===== src/rtl/iteration_scheduler_if.sv =====
// Control bundle between the global iteration scheduler and the cores/host.
// The master side drives run requests and per-core status. The slave side
// (the scheduler) drives iteration control back.
interface iteration_scheduler_if #(
  parameter int CORE_NUM   = 4,
  parameter int ITER_WIDTH = 16
);
  logic                  start;
  logic [ITER_WIDTH-1:0] max_iteration;
  logic [CORE_NUM-1:0]   front_iteration_end;
  logic [CORE_NUM-1:0]   front_iteration_end_valid;
  logic [CORE_NUM-1:0]   front_active_v_updated;
  logic [CORE_NUM-1:0]   front_active_v_valid;
  logic                  iteration_start;
  logic [ITER_WIDTH-1:0] iteration_id;
  logic [CORE_NUM-1:0]   core_rst;
  logic                  busy;
  logic                  done;
  logic                  done_converged;

  modport master (
    output start, max_iteration,
    output front_iteration_end, front_iteration_end_valid,
    output front_active_v_updated, front_active_v_valid,
    input  iteration_start, iteration_id, core_rst,
    input  busy, done, done_converged
  );

  modport slave (
    input  start, max_iteration,
    input  front_iteration_end, front_iteration_end_valid,
    input  front_active_v_updated, front_active_v_valid,
    output iteration_start, iteration_id, core_rst,
    output busy, done, done_converged
  );
endinterface


===== src/rtl/iteration_scheduler.sv =====
// Global iteration sequencer. It waits until every core reports iteration end
// for a stable run of cycles, flushes the cores for one cycle, and then either
// starts the next iteration or stops. It stops on convergence, on the
// iteration limit, or when the iteration counter is exhausted.
module iteration_scheduler #(
  parameter int CORE_NUM      = 4,
  parameter int ITER_WIDTH    = 16,
  parameter int SETTLE_CYCLES = 4
) (
  input  logic                  clk,
  input  logic                  rst,
  iteration_scheduler_if.slave  bus
);

  localparam int SW = (SETTLE_CYCLES < 2) ? 1 : $clog2(SETTLE_CYCLES + 1);
  localparam logic [SW-1:0]         SETTLE_LAST = SW'(SETTLE_CYCLES - 1);
  localparam logic [SW-1:0]         SETTLE_ONE  = SW'(1);
  localparam logic [ITER_WIDTH-1:0] ITER_ONE    = ITER_WIDTH'(1);

  typedef enum logic [1:0] {S_IDLE, S_RUN, S_SWITCH, S_DONE} state_t;

  state_t                state_q;
  logic [SW-1:0]         settle_q;
  logic                  seen_q;
  logic [ITER_WIDTH-1:0] limit_q;
  logic [ITER_WIDTH-1:0] id_q;
  logic                  iter_start_q;
  logic [CORE_NUM-1:0]   core_rst_q;
  logic                  busy_q;
  logic                  done_q;
  logic                  conv_q;

  logic all_end;
  logic any_update;

  // A core counts as ended only when its end flag is qualified by end_valid.
  assign all_end    = &(bus.front_iteration_end & bus.front_iteration_end_valid);
  assign any_update = |(bus.front_active_v_updated & bus.front_active_v_valid);

  assign bus.iteration_start = iter_start_q;
  assign bus.iteration_id    = id_q;
  assign bus.core_rst        = core_rst_q;
  assign bus.busy            = busy_q;
  assign bus.done            = done_q;
  assign bus.done_converged  = conv_q;

  // Sequencer FSM. Every output is registered here together with the state.
  always_ff @(posedge clk or negedge rst) begin
    if (!rst) begin
      state_q      <= S_IDLE;
      settle_q     <= '0;
      seen_q       <= 1'b0;
      limit_q      <= '0;
      id_q         <= '0;
      iter_start_q <= 1'b0;
      core_rst_q   <= '0;
      busy_q       <= 1'b0;
      done_q       <= 1'b0;
      conv_q       <= 1'b0;
    end else begin
      iter_start_q <= 1'b0;
      core_rst_q   <= '0;
      case (state_q)
        S_IDLE, S_DONE: begin
          if (bus.start) begin
            state_q      <= S_RUN;
            id_q         <= '0;
            iter_start_q <= 1'b1;
            limit_q      <= bus.max_iteration;
            busy_q       <= 1'b1;
            done_q       <= 1'b0;
            conv_q       <= 1'b0;
            seen_q       <= 1'b0;
            settle_q     <= '0;
          end
        end
        S_RUN: begin
          if (any_update) seen_q <= 1'b1;
          // End flags are still stale in the first cycle of an iteration.
          if (!iter_start_q) begin
            if (all_end) begin
              if (settle_q == SETTLE_LAST) begin
                state_q    <= S_SWITCH;
                core_rst_q <= '1;
                settle_q   <= '0;
              end else begin
                settle_q <= settle_q + SETTLE_ONE;
              end
            end else begin
              settle_q <= '0;
            end
          end
        end
        S_SWITCH: begin
          if (!seen_q) begin
            state_q <= S_DONE;
            busy_q  <= 1'b0;
            done_q  <= 1'b1;
            conv_q  <= 1'b1;
          end else if ((limit_q != '0) && (id_q == limit_q - ITER_ONE)) begin
            state_q <= S_DONE;
            busy_q  <= 1'b0;
            done_q  <= 1'b1;
            conv_q  <= 1'b0;
          end else if (&id_q) begin
            // The counter does not wrap; running out of ids ends the run.
            state_q <= S_DONE;
            busy_q  <= 1'b0;
            done_q  <= 1'b1;
            conv_q  <= 1'b0;
          end else begin
            state_q      <= S_RUN;
            id_q         <= id_q + ITER_ONE;
            iter_start_q <= 1'b1;
            seen_q       <= 1'b0;
            settle_q     <= '0;
          end
        end
        default: state_q <= S_IDLE;
      endcase
    end
  end

endmodule


===== src/flat_wrapper.sv =====
// flat-port wrapper written by rule: the top's interface ports become plain ports
module iteration_scheduler_flat 
#(
  parameter int CORE_NUM      = 4,
  parameter int ITER_WIDTH    = 16,
  parameter int SETTLE_CYCLES = 4
)
  (clk, rst, bus_start, bus_max_iteration, bus_front_iteration_end, bus_front_iteration_end_valid, bus_front_active_v_updated, bus_front_active_v_valid, bus_iteration_start, bus_iteration_id, bus_core_rst, bus_busy, bus_done, bus_done_converged);
  iteration_scheduler_if #(.CORE_NUM(CORE_NUM), .ITER_WIDTH(ITER_WIDTH)) bus_i ();
  input  logic clk;
  input  logic rst;
  input wire logic [$bits(bus_i.start)-1:0] bus_start;
  input wire logic [$bits(bus_i.max_iteration)-1:0] bus_max_iteration;
  input wire logic [$bits(bus_i.front_iteration_end)-1:0] bus_front_iteration_end;
  input wire logic [$bits(bus_i.front_iteration_end_valid)-1:0] bus_front_iteration_end_valid;
  input wire logic [$bits(bus_i.front_active_v_updated)-1:0] bus_front_active_v_updated;
  input wire logic [$bits(bus_i.front_active_v_valid)-1:0] bus_front_active_v_valid;
  output wire logic [$bits(bus_i.iteration_start)-1:0] bus_iteration_start;
  output wire logic [$bits(bus_i.iteration_id)-1:0] bus_iteration_id;
  output wire logic [$bits(bus_i.core_rst)-1:0] bus_core_rst;
  output wire logic [$bits(bus_i.busy)-1:0] bus_busy;
  output wire logic [$bits(bus_i.done)-1:0] bus_done;
  output wire logic [$bits(bus_i.done_converged)-1:0] bus_done_converged;
  assign bus_i.start = bus_start;
  assign bus_i.max_iteration = bus_max_iteration;
  assign bus_i.front_iteration_end = bus_front_iteration_end;
  assign bus_i.front_iteration_end_valid = bus_front_iteration_end_valid;
  assign bus_i.front_active_v_updated = bus_front_active_v_updated;
  assign bus_i.front_active_v_valid = bus_front_active_v_valid;
  assign bus_iteration_start = bus_i.iteration_start;
  assign bus_iteration_id = bus_i.iteration_id;
  assign bus_core_rst = bus_i.core_rst;
  assign bus_busy = bus_i.busy;
  assign bus_done = bus_i.done;
  assign bus_done_converged = bus_i.done_converged;
  iteration_scheduler #(.CORE_NUM(CORE_NUM), .ITER_WIDTH(ITER_WIDTH), .SETTLE_CYCLES(SETTLE_CYCLES)) u_core (.clk(clk), .rst(rst), .bus(bus_i));
endmodule

===== config.mk =====
export PLATFORM = sky130hd
export DESIGN_NAME = iteration_scheduler_flat
export DESIGN_NICKNAME = d
export VERILOG_FILES = /design/src/rtl/iteration_scheduler_if.sv /design/src/rtl/iteration_scheduler.sv /design/src/flat_wrapper.sv
export SDC_FILE = /design/constraint.sdc
export NUM_CORES = 1
export LEC_CHECK = 0
export ABC_CLOCK_PERIOD_IN_PS = 3300
export BUFFER_PORTS_ARGS = -buffer_cell sky130_fd_sc_hd__buf_2
export CELL_PAD_IN_SITES_DETAIL_PLACEMENT = 1
export CELL_PAD_IN_SITES_GLOBAL_PLACEMENT = 2
export CORE_MARGIN = 10
export CORE_UTILIZATION = 30
export CTS_BUF_LIST = sky130_fd_sc_hd__clkbuf_8
export DETAILED_ROUTE_END_ITERATION = 7
export PLACE_DENSITY = 0.73
export SYNTH_ARGS = -nofsm -noshare
export SYNTH_HDL_FRONTEND = slang
export SYNTH_SLANG_ARGS = --single-unit

===== constraint.sdc =====
create_clock -name clk -period 3.3 [get_ports clk]
set_input_delay 0.495 -clock clk [delete_from_list [all_inputs] [get_ports clk]]
set_output_delay 0.495 -clock clk [all_outputs]
set_load 0.005 [all_outputs]

Word-level counts from Yosys, hierarchy flattened
Cells that the tools add are included.
W data, S select, Z words.
- flip-flop bits (word level): 46
- input bits: 35
- logic and storage cells: 90
- add/sub/neg operators: 3
- equal/unequal tests: 14
- mux-type cells: 47
- bitwise operators: 2
- reductions and logical operators: 14
- operator list (cell ; number):
    $mux W16 ; 4
    $pmux W16 S2 ; 1
    $mux W3 ; 7
    $mux W1 ; 17
    $add A16 B1 Y16 const B ; 1
    $eq A16 B16 Y1 ; 1
    $mux W4 ; 4
    $reduce_and A16 Y1 ; 1
    $reduce_bool A16 Y1 ; 1
    $sub A16 B1 Y16 const B ; 1
    $mux W2 ; 7
    $reduce_and A5 Y1 ; 2
    $pmux W3 S3 ; 1
    $and A4 B4 Y4 ; 2
    $ne A2 B1 Y1 const B ; 4
    $ne A2 B2 Y1 const B ; 4
    $pmux W1 S2 ; 4
    $reduce_and A4 Y1 ; 2
    $pmux W2 S3 ; 1
    $eq A2 B2 Y1 const B ; 2
    $ne A4 B4 Y1 const B ; 1
    $reduce_and A2 Y1 ; 2
    $reduce_or A4 Y1 ; 1
    $add A3 B1 Y3 const B ; 1
    other kinds (8) ; 8

Logic depth before layout (Yosys ltp)
Gate-level depths: netlist of the first run.
- depth in word-level cells: 6
- gate-level depth with buffers: 12
- depth with buffers taken out: 10

Worst setup path before layout of the first run
Ideal clock, no wire load.
- kind: reg2reg
- start: register u_core.limit_q[0]
- end: register u_core.settle_q[0]
- library setup time: 125 ps
- arrival time: 2831 ps
- data required time: 3175 ps
- path slack: 344 ps
- stages on the path, launching flop included: 11
- buffers on the path: 0
- period minus slack after synthesis: 2956 ps
- cell sequence: dfrtp_1 -> inv_1 -> ha_1 -> or3b_2 -> or3_1 -> a21oi_1 -> o32ai_1 -> a2111o_1 -> a22oi_1 -> a21o_1 -> mux2_2
- longest elaborated chain between the ends: 5
- elaborated cells on any way between the ends: 6
- classes of those cells: add/sub: 1; eq/ne: 2; reduce/logical: 3
- ends and longest elaborated chain (item ; RTL line ; source):
    start, declared ; iteration_scheduler.sv:25 ; logic [ITER_WIDTH-1:0] limit_q;
    start signal, assigned ; iteration_scheduler.sv:69 ; limit_q <= bus.max_iteration;
    $sub A16 B1 Y16 ; iteration_scheduler.sv:100 ; end else if ((limit_q != '0) && (id_q == limit_q - ITER_ONE)) begin
    $eq A16 B16 Y1 ; iteration_scheduler.sv:100 ;
    $logic_and A1 B1 Y1 * ; iteration_scheduler.sv:100 ;
    $ne A2 B2 Y1 (no source line) * ; n/a ;
    $reduce_and A5 Y1 (no source line) * ; n/a ;
    end signal, assigned ; iteration_scheduler.sv:87 ; settle_q <= settle_q + SETTLE_ONE;
    end, declared ; iteration_scheduler.sv:23 ; logic [SW-1:0] settle_q;
Every way passes the cells marked *; elsewhere a longest branch is shown, timed or not.
A chain may end at the register's enable or synchronous reset.

Final worst setup path of the first run
Same ends and word-level chain as after synthesis.

==> results.json, run 1 <==
{
  "status": "finished, final reports clean",
  "yosys.area.top_type": "dfrtp_1",
  "yosysWarnings": 0,
  "grt_max_degree": 44,
  "synthCells": 288,
  "reg2reg_depth": 10,
  "grt_use_total": 0.119,
  "drc_errors": 0,
  "power_frac_seq": 0.261,
  "switching_power_w": 0.00129,
  "worst_hold_slack_ns": 0.355,
  "dieWidth_um": 115,
  "ctsHoldBuffers": 0,
  "drtIter0Drc": 77,
  "hold_violations": 0,
  "grt_antenna_before_repair": 0,
  "coreArea_sq_mm": 0.00876,
  "drtPass1Iterations": 4,
  "synth_cell_types": 47,
  "r2r_start": "u_core.limit_q[0]$_DFFE_PN0P_",
  "maxCapViolations": 0,
  "syn-cell-area_sq_mm": 0.00270,
  "wl_um": 7860,
  "netlist_top_cells_area": "dfrtp_1 (40%), mux2_2 (7.5%), xnor2_1 (5.2%)",
  "ir_drop_mv": 0.362,
  "cp-end-kind": "register",
  "insertedDiodeCount": 0,
  "fin_cells": 454,
  "die_h_um": 115,
  "wl_per_cell_um": 17.3,
  "syn_to_final_growth_pct": 19.3,
  "overflow": 0,
  "crit_type": "register to register",
  "crit_arrival_ns": 3.29,
  "power_switching_share": 0.424,
  "p_leak_nw": 1.53,
  "slowest_delay_ns": 0.51,
  "cts.sinks": 43,
  "yosysTopAreaCellShare": 0.398,
  "final_nets": 386,
  "num-fill-cells": 1043,
  "tightest_slew_ns": 1.01,
  "crit_chain": "inv_1 > ha_1 > or3b_2 > nor4_1 > xnor2_1 > nand4_1 > a2111o_1 > a22oi_2 > a21o_1 > mux2_2",
  "syn_nets": 329,
  "period_share": 0.942,
  "htreeDepth": 2,
  "endpoint": "u_core.settle_q[0]$_DFFE_PN0P_",
  "fin_crit_ns": 3.11,
  "synth_top_flop_cell": "dfrtp_1",
  "clkTransAtPathRegs_ns": 0.09,
  "synth_seq_cells": 43,
  "finalMaxSlewViolations": 0,
  "setup_viol": 0,
  "synth_edf_count": 0,
  "cp_slowest_cell": "or3b_2",
  "fp.dieArea_sq_mm": 0.0132,
  "p_clk_frac": 0.127,
  "row_count": 34,
  "intPower_w": 0.00175,
  "seq_area_frac_synth": 0.398,
  "gp_congestion": 0.792,
  "crit_fanout": 6,
  "clockBufferDepth": 2,
  "first_global_vias": 2546,
  "power_density_mw_per_mm2": 942,
  "port_buffers": 58,
  "cp_data_required_time_ns": 3.49,
  "ant_nets": 0,
  "vias": 2443,
  "cts_root_buffer": "clkbuf_8",
  "clock_latency_ns": 0.30,
  "ios": 59,
  "cp-start-kind": "register",
  "r2r_slack_ns": 0.19,
  "dp_hpwl_um": 6090,
  "fin_worst_skew_ns": 0.00827,
  "cts_tree": "done",
  "viasPerCell": 5.38,
  "layout-drive-gt1-share": 0.286,
  "start_util": 0.308,
  "grt_pass1_wl_um": 12900,
  "min_path_type": "primary input to asynchronous set/reset pin",
  "max_freq_ghz": 0.322,
  "reg2reg_to": "u_core.settle_q[0]$_DFFE_PN0P_",
  "relSlewSlack": 0.328,
  "syn_avg_cell_area_sq_um": 9.38,
  "power_frac_comb": 0.613,
  "async_flop_share": 1.00,
  "cts_buffers": 5,
  "dp.cells": 445,
  "crit_path_start": "u_core.limit_q[0]$_DFFE_PN0P_"
}
worst min-delay path by stage:
stage	slack (ns)	to	cells past startpoint
floorplan	0.20	u_core.bus.busy$_DFFE_PN0P_	0
global placement	0.47	u_core.bus.busy$_DFFE_PN0P_	1
detailed placement	0.47	u_core.settle_q[2]$_DFFE_PN0P_	1
CTS	0.41	u_core.limit_q[4]$_DFFE_PN0P_	1
global route	0.41	u_core.limit_q[3]$_DFFE_PN0P_	2
finish	0.35	u_core.limit_q[4]$_DFFE_PN0P_	1
area by class of cell:
class | count | area [sq um] | area share
clock inverters | 1 | 7.51 | 0.00233
clock buffers | 7 | 96.3 | 0.0299
multi-input cells | 218 | 1500 | 0.466
flip-flops and latches | 43 | 1080 | 0.334
well taps | 108 | 135 | 0.0419
inverters | 10 | 37.5 | 0.0116
repair buffers | 67 | 370 | 0.115
kinds of logic (layout without fill, tap and decap cells):
kind of cell / count (synthesis) / in the layout / synth area share
AO/OA/AOI/OAI: 69 / 69 / 0.164
XOR/XNOR: 21 / 21 / 0.0681
adder cells (fa/ha/maj): 6 / 6 / 0.0278
buffers and inverters: 27 / 85 / 0.0505
flip-flops: 43 / 43 / 0.398
multiplexers: 18 / 18 / 0.0750
AND/OR/NAND/NOR: 104 / 104 / 0.216
power by group through the flow:
stage               sequential (W)  combinational (W)  clock (W)
CTS                       0.000790            0.00185   0.000402
finish                    0.000793            0.00186   0.000385
global route              0.000817            0.00208   0.000422
detailed placement        0.000800            0.00184          0
global placement          0.000795            0.00182          0
floorplan                 0.000760            0.00139          0
metrics by stage:
step | utilization | TNS, ns | power [W] | area (sq um) | setup slack, ns
3_3_place_gp | 0.354 | 0 | 0.00262 | 3100 | 0.169
6_report | 0.368 | 0 | 0.00304 | 3220 | 0.192
5_1_grt | 0.368 | -0.00407 | 0.00332 | 3220 | -0.00405
3_5_place_dp | 0.354 | 0 | 0.00264 | 3100 | 0.0870
4_1_cts | 0.366 | 0 | 0.00305 | 3210 | 0.0611
2_1_floorplan | - | 0 | 0.00215 | 2700 | 0.344
repair_timing:
action,4_1_cts,5_1_grt
resized for setup,0,2
buffers inserted,0,1
setup endpoints to repair,0,16
placed cells by master (no fill, tap or decap), types with 10 or more instances in the layout:
master / synthesis / layout
buf_2: 1 / 58
dfrtp_1: 43 / 43
a21oi_1: 21 / 21
nand2_1: 20 / 20
mux2_2: 18 / 18
xnor2_1: 16 / 16
or3_1: 12 / 12
inv_1: 10 / 10
o21ai_0: 10 / 10
nor3_1: 10 / 10
nor2_1: 10 / 10
nand4_1: 10 / 10
worst max-delay path, delay by kind of cell (launching register included):
kind	cells	cell delay (ns)
buffers and inverters	1	0.09
adder cells (fa/ha/maj)	1	0.18
flip-flops	1	0.45
XOR/XNOR	1	0.16
AND/OR/NAND/NOR	3	0.93
AO/OA/AOI/OAI	3	0.83
multiplexers	1	0.34
cells in the mapped netlist (all sizes together), types with 2 or more instances:
| master | n |
|---|---|
| nor3b | 2 |
| nor4 | 7 |
| clkbuf | 10 |
| nor3 | 10 |
| a221oi | 2 |
| nand2 | 20 |
| nand4 | 10 |
| dfrtp | 43 |
| nand3 | 8 |
| and3 | 5 |
| and4 | 2 |
| xor2 | 5 |
| a22oi | 3 |
| nor2 | 10 |
| a31oi | 2 |
| or3 | 12 |
| o311ai | 2 |
| a21oi | 21 |
| nand2b | 2 |
| o21ai | 17 |
| inv | 10 |
| or4 | 9 |
| a21o | 3 |
| a211o | 2 |
| ha | 6 |
| xnor2 | 16 |
| mux2 | 18 |
| nor2b | 4 |
| buf | 7 |
| o31ai | 8 |
metal layers:
| metal | vias to the layer above | track usage | wire, um |
|---|---|---|---|
| met3 | 4 | 0.0385 | 482 |
| met4 | 0 | 0.0272 | 46 |
| met1 | 1208 | 0.139 | 3430 |
| li1 | 1178 | - | - |
| met2 | 53 | 0.206 | 3900 |
| met5 | - | 0 | 0 |
flip-flops by register name (all words and copies together) (netlist names):
register and cells:
u_core.state_q 2, u_core.bus.busy 1, u_core.bus.iteration_id 16, u_core.bus.core_rst 1
u_core.bus.iteration_start 1, u_core.limit_q 16, u_core.settle_q 3, u_core.bus.done 1
u_core.seen_q 1, u_core.bus.done_converged 1
(Power assumes the default switching activity.)
==> run 2, diff against run 1 <==
--- a/config.mk
+++ b/config.mk
@@ -10,10 +10,10 @@
 export CELL_PAD_IN_SITES_DETAIL_PLACEMENT = 1
 export CELL_PAD_IN_SITES_GLOBAL_PLACEMENT = 2
 export CORE_MARGIN = 10
-export CORE_UTILIZATION = 30
+export CORE_UTILIZATION = 34
 export CTS_BUF_LIST = sky130_fd_sc_hd__clkbuf_8
 export DETAILED_ROUTE_END_ITERATION = 7
-export PLACE_DENSITY = 0.73
+export PLACE_DENSITY = 0.82
 export SYNTH_ARGS = -nofsm -noshare
 export SYNTH_HDL_FRONTEND = slang
 export SYNTH_SLANG_ARGS = --single-unit
==> run 2 against run 1 <==
  * Clock power increased by 15%
  * First-iteration DRC count down 6.5%
  * Largest power group unchanged
  * Clock-buffer cell count fell by 1
  * Fmax fell by 1.4%
  * Final area is 0.23% higher
  * Combinational power shrank 3%
  * Sequential power barely moved
  * Utilization is 5.0 points higher
  * Non-clock buffer count grew 1
  * Clock skew increased by 0.0043 ns
==> results.json, run 2 (synthesized netlist as in run 1, its figures left out) <==
{
  "fp.dieArea_sq_mm": 0.0119,
  "wl_per_cell_um": 17.3,
  "setup_tns_ns": 0,
  "clockBufferDepth": 2,
  "crit_type": "register to register",
  "cts_tree": "done",
  "rsz0062_at_grt": "false",
  "reg2reg_to": "u_core.settle_q[0]$_DFFE_PN0P_",
  "tightest_slew_ns": 1.00,
  "die_h_um": 109,
  "status": "finished, final reports clean",
  "grt_antenna_before_repair": 0,
  "r2r_slack_ns": 0.15,
  "fin_crit_ns": 3.15,
  "cts_buffers": 5,
  "reg2reg_depth": 8,
  "power_frac_comb": 0.594,
  "p_leak_nw": 1.54,
  "port_buffers": 58,
  "finalMaxSlewViolations": 0,
  "crit_chain": "or4_1 > nor4_1 > xnor2_1 > nand4_1 > a2111o_1 > a22oi_2 > a21o_1 > mux2_2",
  "cp_slowest_cell": "or4_1",
  "final_cell_mix": "buf_2 (58), dfrtp_1 (43), a21oi_1 (21)",
  "gp_congestion": 0.785,
  "start_util": 0.350,
  "dp_hpwl_um": 5940,
  "final_nets": 387,
  "maxCapViolations": 0,
  "overflow": 0,
  "drtIter0Drc": 72,
  "first_global_vias": 2622,
  "row_count": 32,
  "dieWidth_um": 109,
  "cp_data_required_time_ns": 3.48,
  "min_path_type": "primary input to asynchronous set/reset pin",
  "crit_arrival_ns": 3.33,
  "clkTransAtPathRegs_ns": 0.09,
  "p_clk_frac": 0.145,
  "ctsHoldBuffers": 0,
  "drc_errors": 0,
  "hold_violations": 0,
  "cts_root_buffer": "clkbuf_8",
  "fin_worst_skew_ns": 0.0126,
  "syn_to_final_growth_pct": 19.6,
  "final_common_cell": "buf_2",
  "wl_um": 7780,
  "r2r_start": "u_core.limit_q[2]$_DFFE_PN0P_",
  "setup_viol": 0,
  "insertedDiodeCount": 0,
  "htreeDepth": 2,
  "cts.sinks": 43,
  "power_frac_seq": 0.261,
  "ctsResizeCount": 0,
  "grt_use_total": 0.132,
  "post_cts_buffers": 0,
  "switching_power_w": 0.00127,
  "crit_fanout": 9,
  "slowest_delay_ns": 0.65,
  "cp-start-kind": "register",
  "layout-drive-gt1-share": 0.285,
  "ant_nets": 0,
  "cp-end-kind": "register",
  "drtPass1Iterations": 4,
  "path_buf_inv": 0,
  "power_density_mw_per_mm2": 945,
  "coreArea_sq_mm": 0.00773,
  "vias": 2443,
  "grt_pass1_wl_um": 12800,
  "grt_max_degree": 44,
  "period_share": 0.955,
  "power_w": 0.00305,
  "intPower_w": 0.00178,
  "clock_latency_ns": 0.30,
  "max_freq_ghz": 0.317,
  "relSlewSlack": 0.332,
  "viasPerCell": 5.44,
  "power_switching_share": 0.417,
  "ir_drop_mv": 0.311,
  "cp_top_family": "simple AND/OR/NAND/NOR gates",
  "ios": 59
}
## run 2: per-stage QoR
step / setup slack, ns / utilization / area [sq um] / hold WS [ns] / std cells
after detailed placement: 0.0766 / 0.402 / 3110 / 0.472 / 441
after global placement: 0.185 / 0.402 / 3110 / 0.467 / 441
final: 0.148 / 0.418 / 3230 / 0.356 / 449
after global routing: 0.0210 / 0.418 / 3230 / 0.422 / 449
after CTS: 0.0539 / 0.418 / 3230 / 0.399 / 449
after floorplan: 0.344 / - / 2700 / 0.199 / 288
## run 2: layer usage
layer	global-route usage	routed length, um	vias up
met2	0.238	3920	45
li1	-	-	1185
met3	0.0336	360	5
met4	0.0292	49	0
met1	0.152	3450	1208
met5	0	0	-
## run 2: how the worst max path moves through the flow
stage                                        from                              to  slack (ns)  cells after the start
floorplan           u_core.limit_q[0]$_DFFE_PN0P_  u_core.settle_q[0]$_DFFE_PN0P_        0.34                     10
global placement    u_core.limit_q[0]$_DFFE_PN0P_  u_core.settle_q[0]$_DFFE_PN0P_        0.19                     10
detailed placement  u_core.limit_q[0]$_DFFE_PN0P_  u_core.settle_q[0]$_DFFE_PN0P_        0.08                     10
CTS                 u_core.limit_q[0]$_DFFE_PN0P_  u_core.settle_q[0]$_DFFE_PN0P_        0.05                     10
global route        u_core.limit_q[2]$_DFFE_PN0P_  u_core.settle_q[1]$_DFFE_PN0P_        0.02                      8
finish              u_core.limit_q[2]$_DFFE_PN0P_  u_core.settle_q[0]$_DFFE_PN0P_        0.15                      8
## run 2: power by group through the flow
| stage | clock network, W | registers [W] | logic, W |
|---|---|---|---|
| 2_1_floorplan | 0 | 0.000760 | 0.00139 |
| 3_3_place_gp | 0 | 0.000794 | 0.00178 |
| 3_5_place_dp | 0 | 0.000804 | 0.00183 |
| 4_1_cts | 0.000457 | 0.000795 | 0.00184 |
| 5_1_grt | 0.000480 | 0.000814 | 0.00200 |
| 6_report | 0.000443 | 0.000795 | 0.00181 |
## run 2: worst register-to-register path: stages, from the launching register on
cell      delay (ns)
dfrtp_1         0.48
or4_1           0.65
nor4_1          0.38
xnor2_1         0.17
nand4_1         0.12
a2111o_1        0.51
a22oi_2         0.23
a21o_1          0.16
mux2_2          0.34
## run 2: final cells by class
class	count	area [sq um]
Clock buffer	6	82.6
Clock inverter	2	35.0
Fill cell	934	4500
Inverter	10	37.5
Multi-Input combinational cell	218	1500
Sequential cell	43	1080
Tap cell	102	128
Timing Repair Buffer	68	378
==> run 3, diff against run 2 <==
--- a/config.mk
+++ b/config.mk
@@ -5,15 +5,14 @@
 export SDC_FILE = /design/constraint.sdc
 export NUM_CORES = 1
 export LEC_CHECK = 0
-export ABC_CLOCK_PERIOD_IN_PS = 3300
+export ABC_CLOCK_PERIOD_IN_PS = 3600
 export BUFFER_PORTS_ARGS = -buffer_cell sky130_fd_sc_hd__buf_2
 export CELL_PAD_IN_SITES_DETAIL_PLACEMENT = 1
 export CELL_PAD_IN_SITES_GLOBAL_PLACEMENT = 2
 export CORE_MARGIN = 10
-export CORE_UTILIZATION = 34
-export CTS_BUF_LIST = sky130_fd_sc_hd__clkbuf_8
+export CORE_UTILIZATION = 33
 export DETAILED_ROUTE_END_ITERATION = 7
-export PLACE_DENSITY = 0.82
+export PLACE_DENSITY = 0.8
 export SYNTH_ARGS = -nofsm -noshare
 export SYNTH_HDL_FRONTEND = slang
 export SYNTH_SLANG_ARGS = --single-unit
==> constraint.sdc (replaced) <==
create_clock -name clk -period 3.6 [get_ports clk]
set_input_delay 0.54 -clock clk [delete_from_list [all_inputs] [get_ports clk]]
set_output_delay 0.54 -clock clk [all_outputs]
set_load 0.005 [all_outputs]
==> run 3 against run 2 <==
  * Sequential power decreased by 5.9%
  * Final area fell by 2.7%
  * Critical path depth is 2 higher
  * Flip-flop and latch count stayed put
  * Global-route usage down 1.2 points
  * Utilization decreased by 1.8 points
  * First-iteration DRC count is 22% lower
  * Clock skew shrank 0.0016 ns
  * Fmax decreased by 3.5%
  * Worst hold slack gained 0.048 ns
  * Worst setup slack improved by 0.18 ns
  * Critical endpoint unchanged
==> results.json, run 3 (synthesized netlist as in run 1, its figures left out) <==
{
  "num-fill-cells": 945,
  "p_leak_nw": 1.50,
  "first_global_vias": 2474,
  "fp.dieArea_sq_mm": 0.0122,
  "relSlewSlack": 0.338,
  "reg2reg_to": "u_core.settle_q[0]$_DFFE_PN0P_",
  "status": "finished, final reports clean",
  "maxCapViolations": 0,
  "hold_violations": 0,
  "drc_errors": 0,
  "cp_data_required_time_ns": 3.78,
  "clock_latency_ns": 0.30,
  "ios": 59,
  "start_util": 0.344,
  "ctsHoldBuffers": 0,
  "finalMaxSlewViolations": 0,
  "layout-drive-gt1-share": 0.272,
  "clkTransAtPathRegs_ns": 0.09,
  "grt_max_degree": 44,
  "crit_type": "register to register",
  "rsz0062_at_grt": "false",
  "crit_fanout": 6,
  "cp-end-kind": "register",
  "switching_power_w": 0.00114,
  "worst_hold_slack_ns": 0.403,
  "min_path_type": "primary input to asynchronous set/reset pin",
  "wl_per_cell_um": 17.2,
  "power_frac_seq": 0.281,
  "p_clk_frac": 0.117,
  "reg2reg_depth": 10,
  "ir_drop_mv": 0.323,
  "period_share": 0.908,
  "r2r_slack_ns": 0.33,
  "dieWidth_um": 110,
  "tightest_slew_ns": 0.994,
  "vias": 2404,
  "fin_area_sq_mm": 0.00314,
  "cts_root_buffer": "clkbuf_8",
  "cts.sinks": 43,
  "grt_antenna_before_repair": 0,
  "grt_pass1_wl_um": 12500,
  "die_h_um": 110,
  "cts_tree": "done",
  "crit_arrival_ns": 3.45,
  "htreeDepth": 2,
  "drtIter0Drc": 56,
  "final_common_cell": "buf_2",
  "port_buffers": 58,
  "viasPerCell": 5.41,
  "drtPass1Iterations": 4,
  "power_density_mw_per_mm2": 847,
  "dp_hpwl_um": 5910,
  "fin_worst_skew_ns": 0.0110,
  "gp_congestion": 0.826,
  "coreArea_sq_mm": 0.00785,
  "row_count": 32,
  "fin_crit_ns": 3.27,
  "ant_nets": 0,
  "ctsResizeCount": 0,
  "cts_buffers": 5,
  "power_switching_share": 0.428,
  "final_nets": 382,
  "setup_viol": 0,
  "post_cts_buffers": 0,
  "clockBufferDepth": 2,
  "intPower_w": 0.00152,
  "placed_area_sq_mm": 0.00306,
  "power_frac_comb": 0.602,
  "grt_use_total": 0.120,
  "overflow": 0,
  "r2r_start": "u_core.limit_q[0]$_DFFE_PN0P_",
  "setup_tns_ns": 0,
  "max_freq_ghz": 0.306,
  "cp-start-kind": "register",
  "wl_um": 7650,
  "final_cell_mix": "buf_2 (58), dfrtp_1 (43), a21oi_1 (21)",
  "insertedDiodeCount": 0,
  "syn_to_final_growth_pct": 16.3
}
## run 3: power groups by stage
stage | clock (W) | combinational (W) | sequential (W)
after global placement | 0 | 0.00159 | 0.000744
after CTS | 0.000325 | 0.00162 | 0.000748
after floorplan | 0 | 0.00127 | 0.000697
after detailed placement | 0 | 0.00161 | 0.000757
final | 0.000310 | 0.00160 | 0.000748
after global routing | 0.000341 | 0.00180 | 0.000770
## run 3: worst max-delay path by stage
stage | start | endpoint | slack, ns | depth (start not counted)
final | u_core.limit_q[0]$_DFFE_PN0P_ | u_core.settle_q[0]$_DFFE_PN0P_ | 0.33 | 10
after global routing | u_core.limit_q[0]$_DFFE_PN0P_ | u_core.settle_q[1]$_DFFE_PN0P_ | 0.16 | 10
after CTS | u_core.limit_q[0]$_DFFE_PN0P_ | u_core.settle_q[0]$_DFFE_PN0P_ | 0.35 | 10
after detailed placement | u_core.limit_q[0]$_DFFE_PN0P_ | u_core.settle_q[0]$_DFFE_PN0P_ | 0.37 | 10
after global placement | u_core.limit_q[0]$_DFFE_PN0P_ | u_core.settle_q[1]$_DFFE_PN0P_ | 0.48 | 10
after floorplan | u_core.limit_q[0]$_DFFE_PN0P_ | u_core.settle_q[0]$_DFFE_PN0P_ | 0.64 | 10
## run 3: layout make-up
class                      instances  area, sq um  share of cell area
clock buffer                       5         68.8              0.0219
timing repair buffer              63          328               0.104
inverter                          10         37.5              0.0119
tap                              102          128              0.0406
clock inverter                     3         15.0             0.00478
multi-input combinational        218         1490               0.474
sequential                        43         1080               0.342
## run 3: worst max-delay path, stage by stage, from the launching register on
cell and delay [ns]:
dfrtp_1 0.45, inv_1 0.09, ha_1 0.19, or3b_2 0.52, or3_1 0.38, a21oi_1 0.15
o32ai_1 0.10, a2111o_1 0.47, a22oi_1 0.28, a21o_1 0.17, mux2_2 0.34
## run 3: per-stage QoR
stage / setup WS, ns / total power (W) / std cells / util
5_1_grt: 0.158 / 0.00291 / 444 / 0.401
4_1_cts: 0.349 / 0.00270 / 444 / 0.401
3_3_place_gp: 0.482 / 0.00234 / 436 / 0.390
3_5_place_dp: 0.374 / 0.00237 / 436 / 0.390
2_1_floorplan: 0.644 / 0.00197 / 288 / -
6_report: 0.333 / 0.00266 / 444 / 0.401
## run 3: routing by layer
metal  wire, um  vias up  track usage  share of wire
li1           -     1175            -              -
met1       3430     1176        0.144           0.45
met2       3790       48        0.205           0.50
met3        370        5       0.0340          0.048
met4         53        0       0.0276         0.0069
met5          0        -            0              0
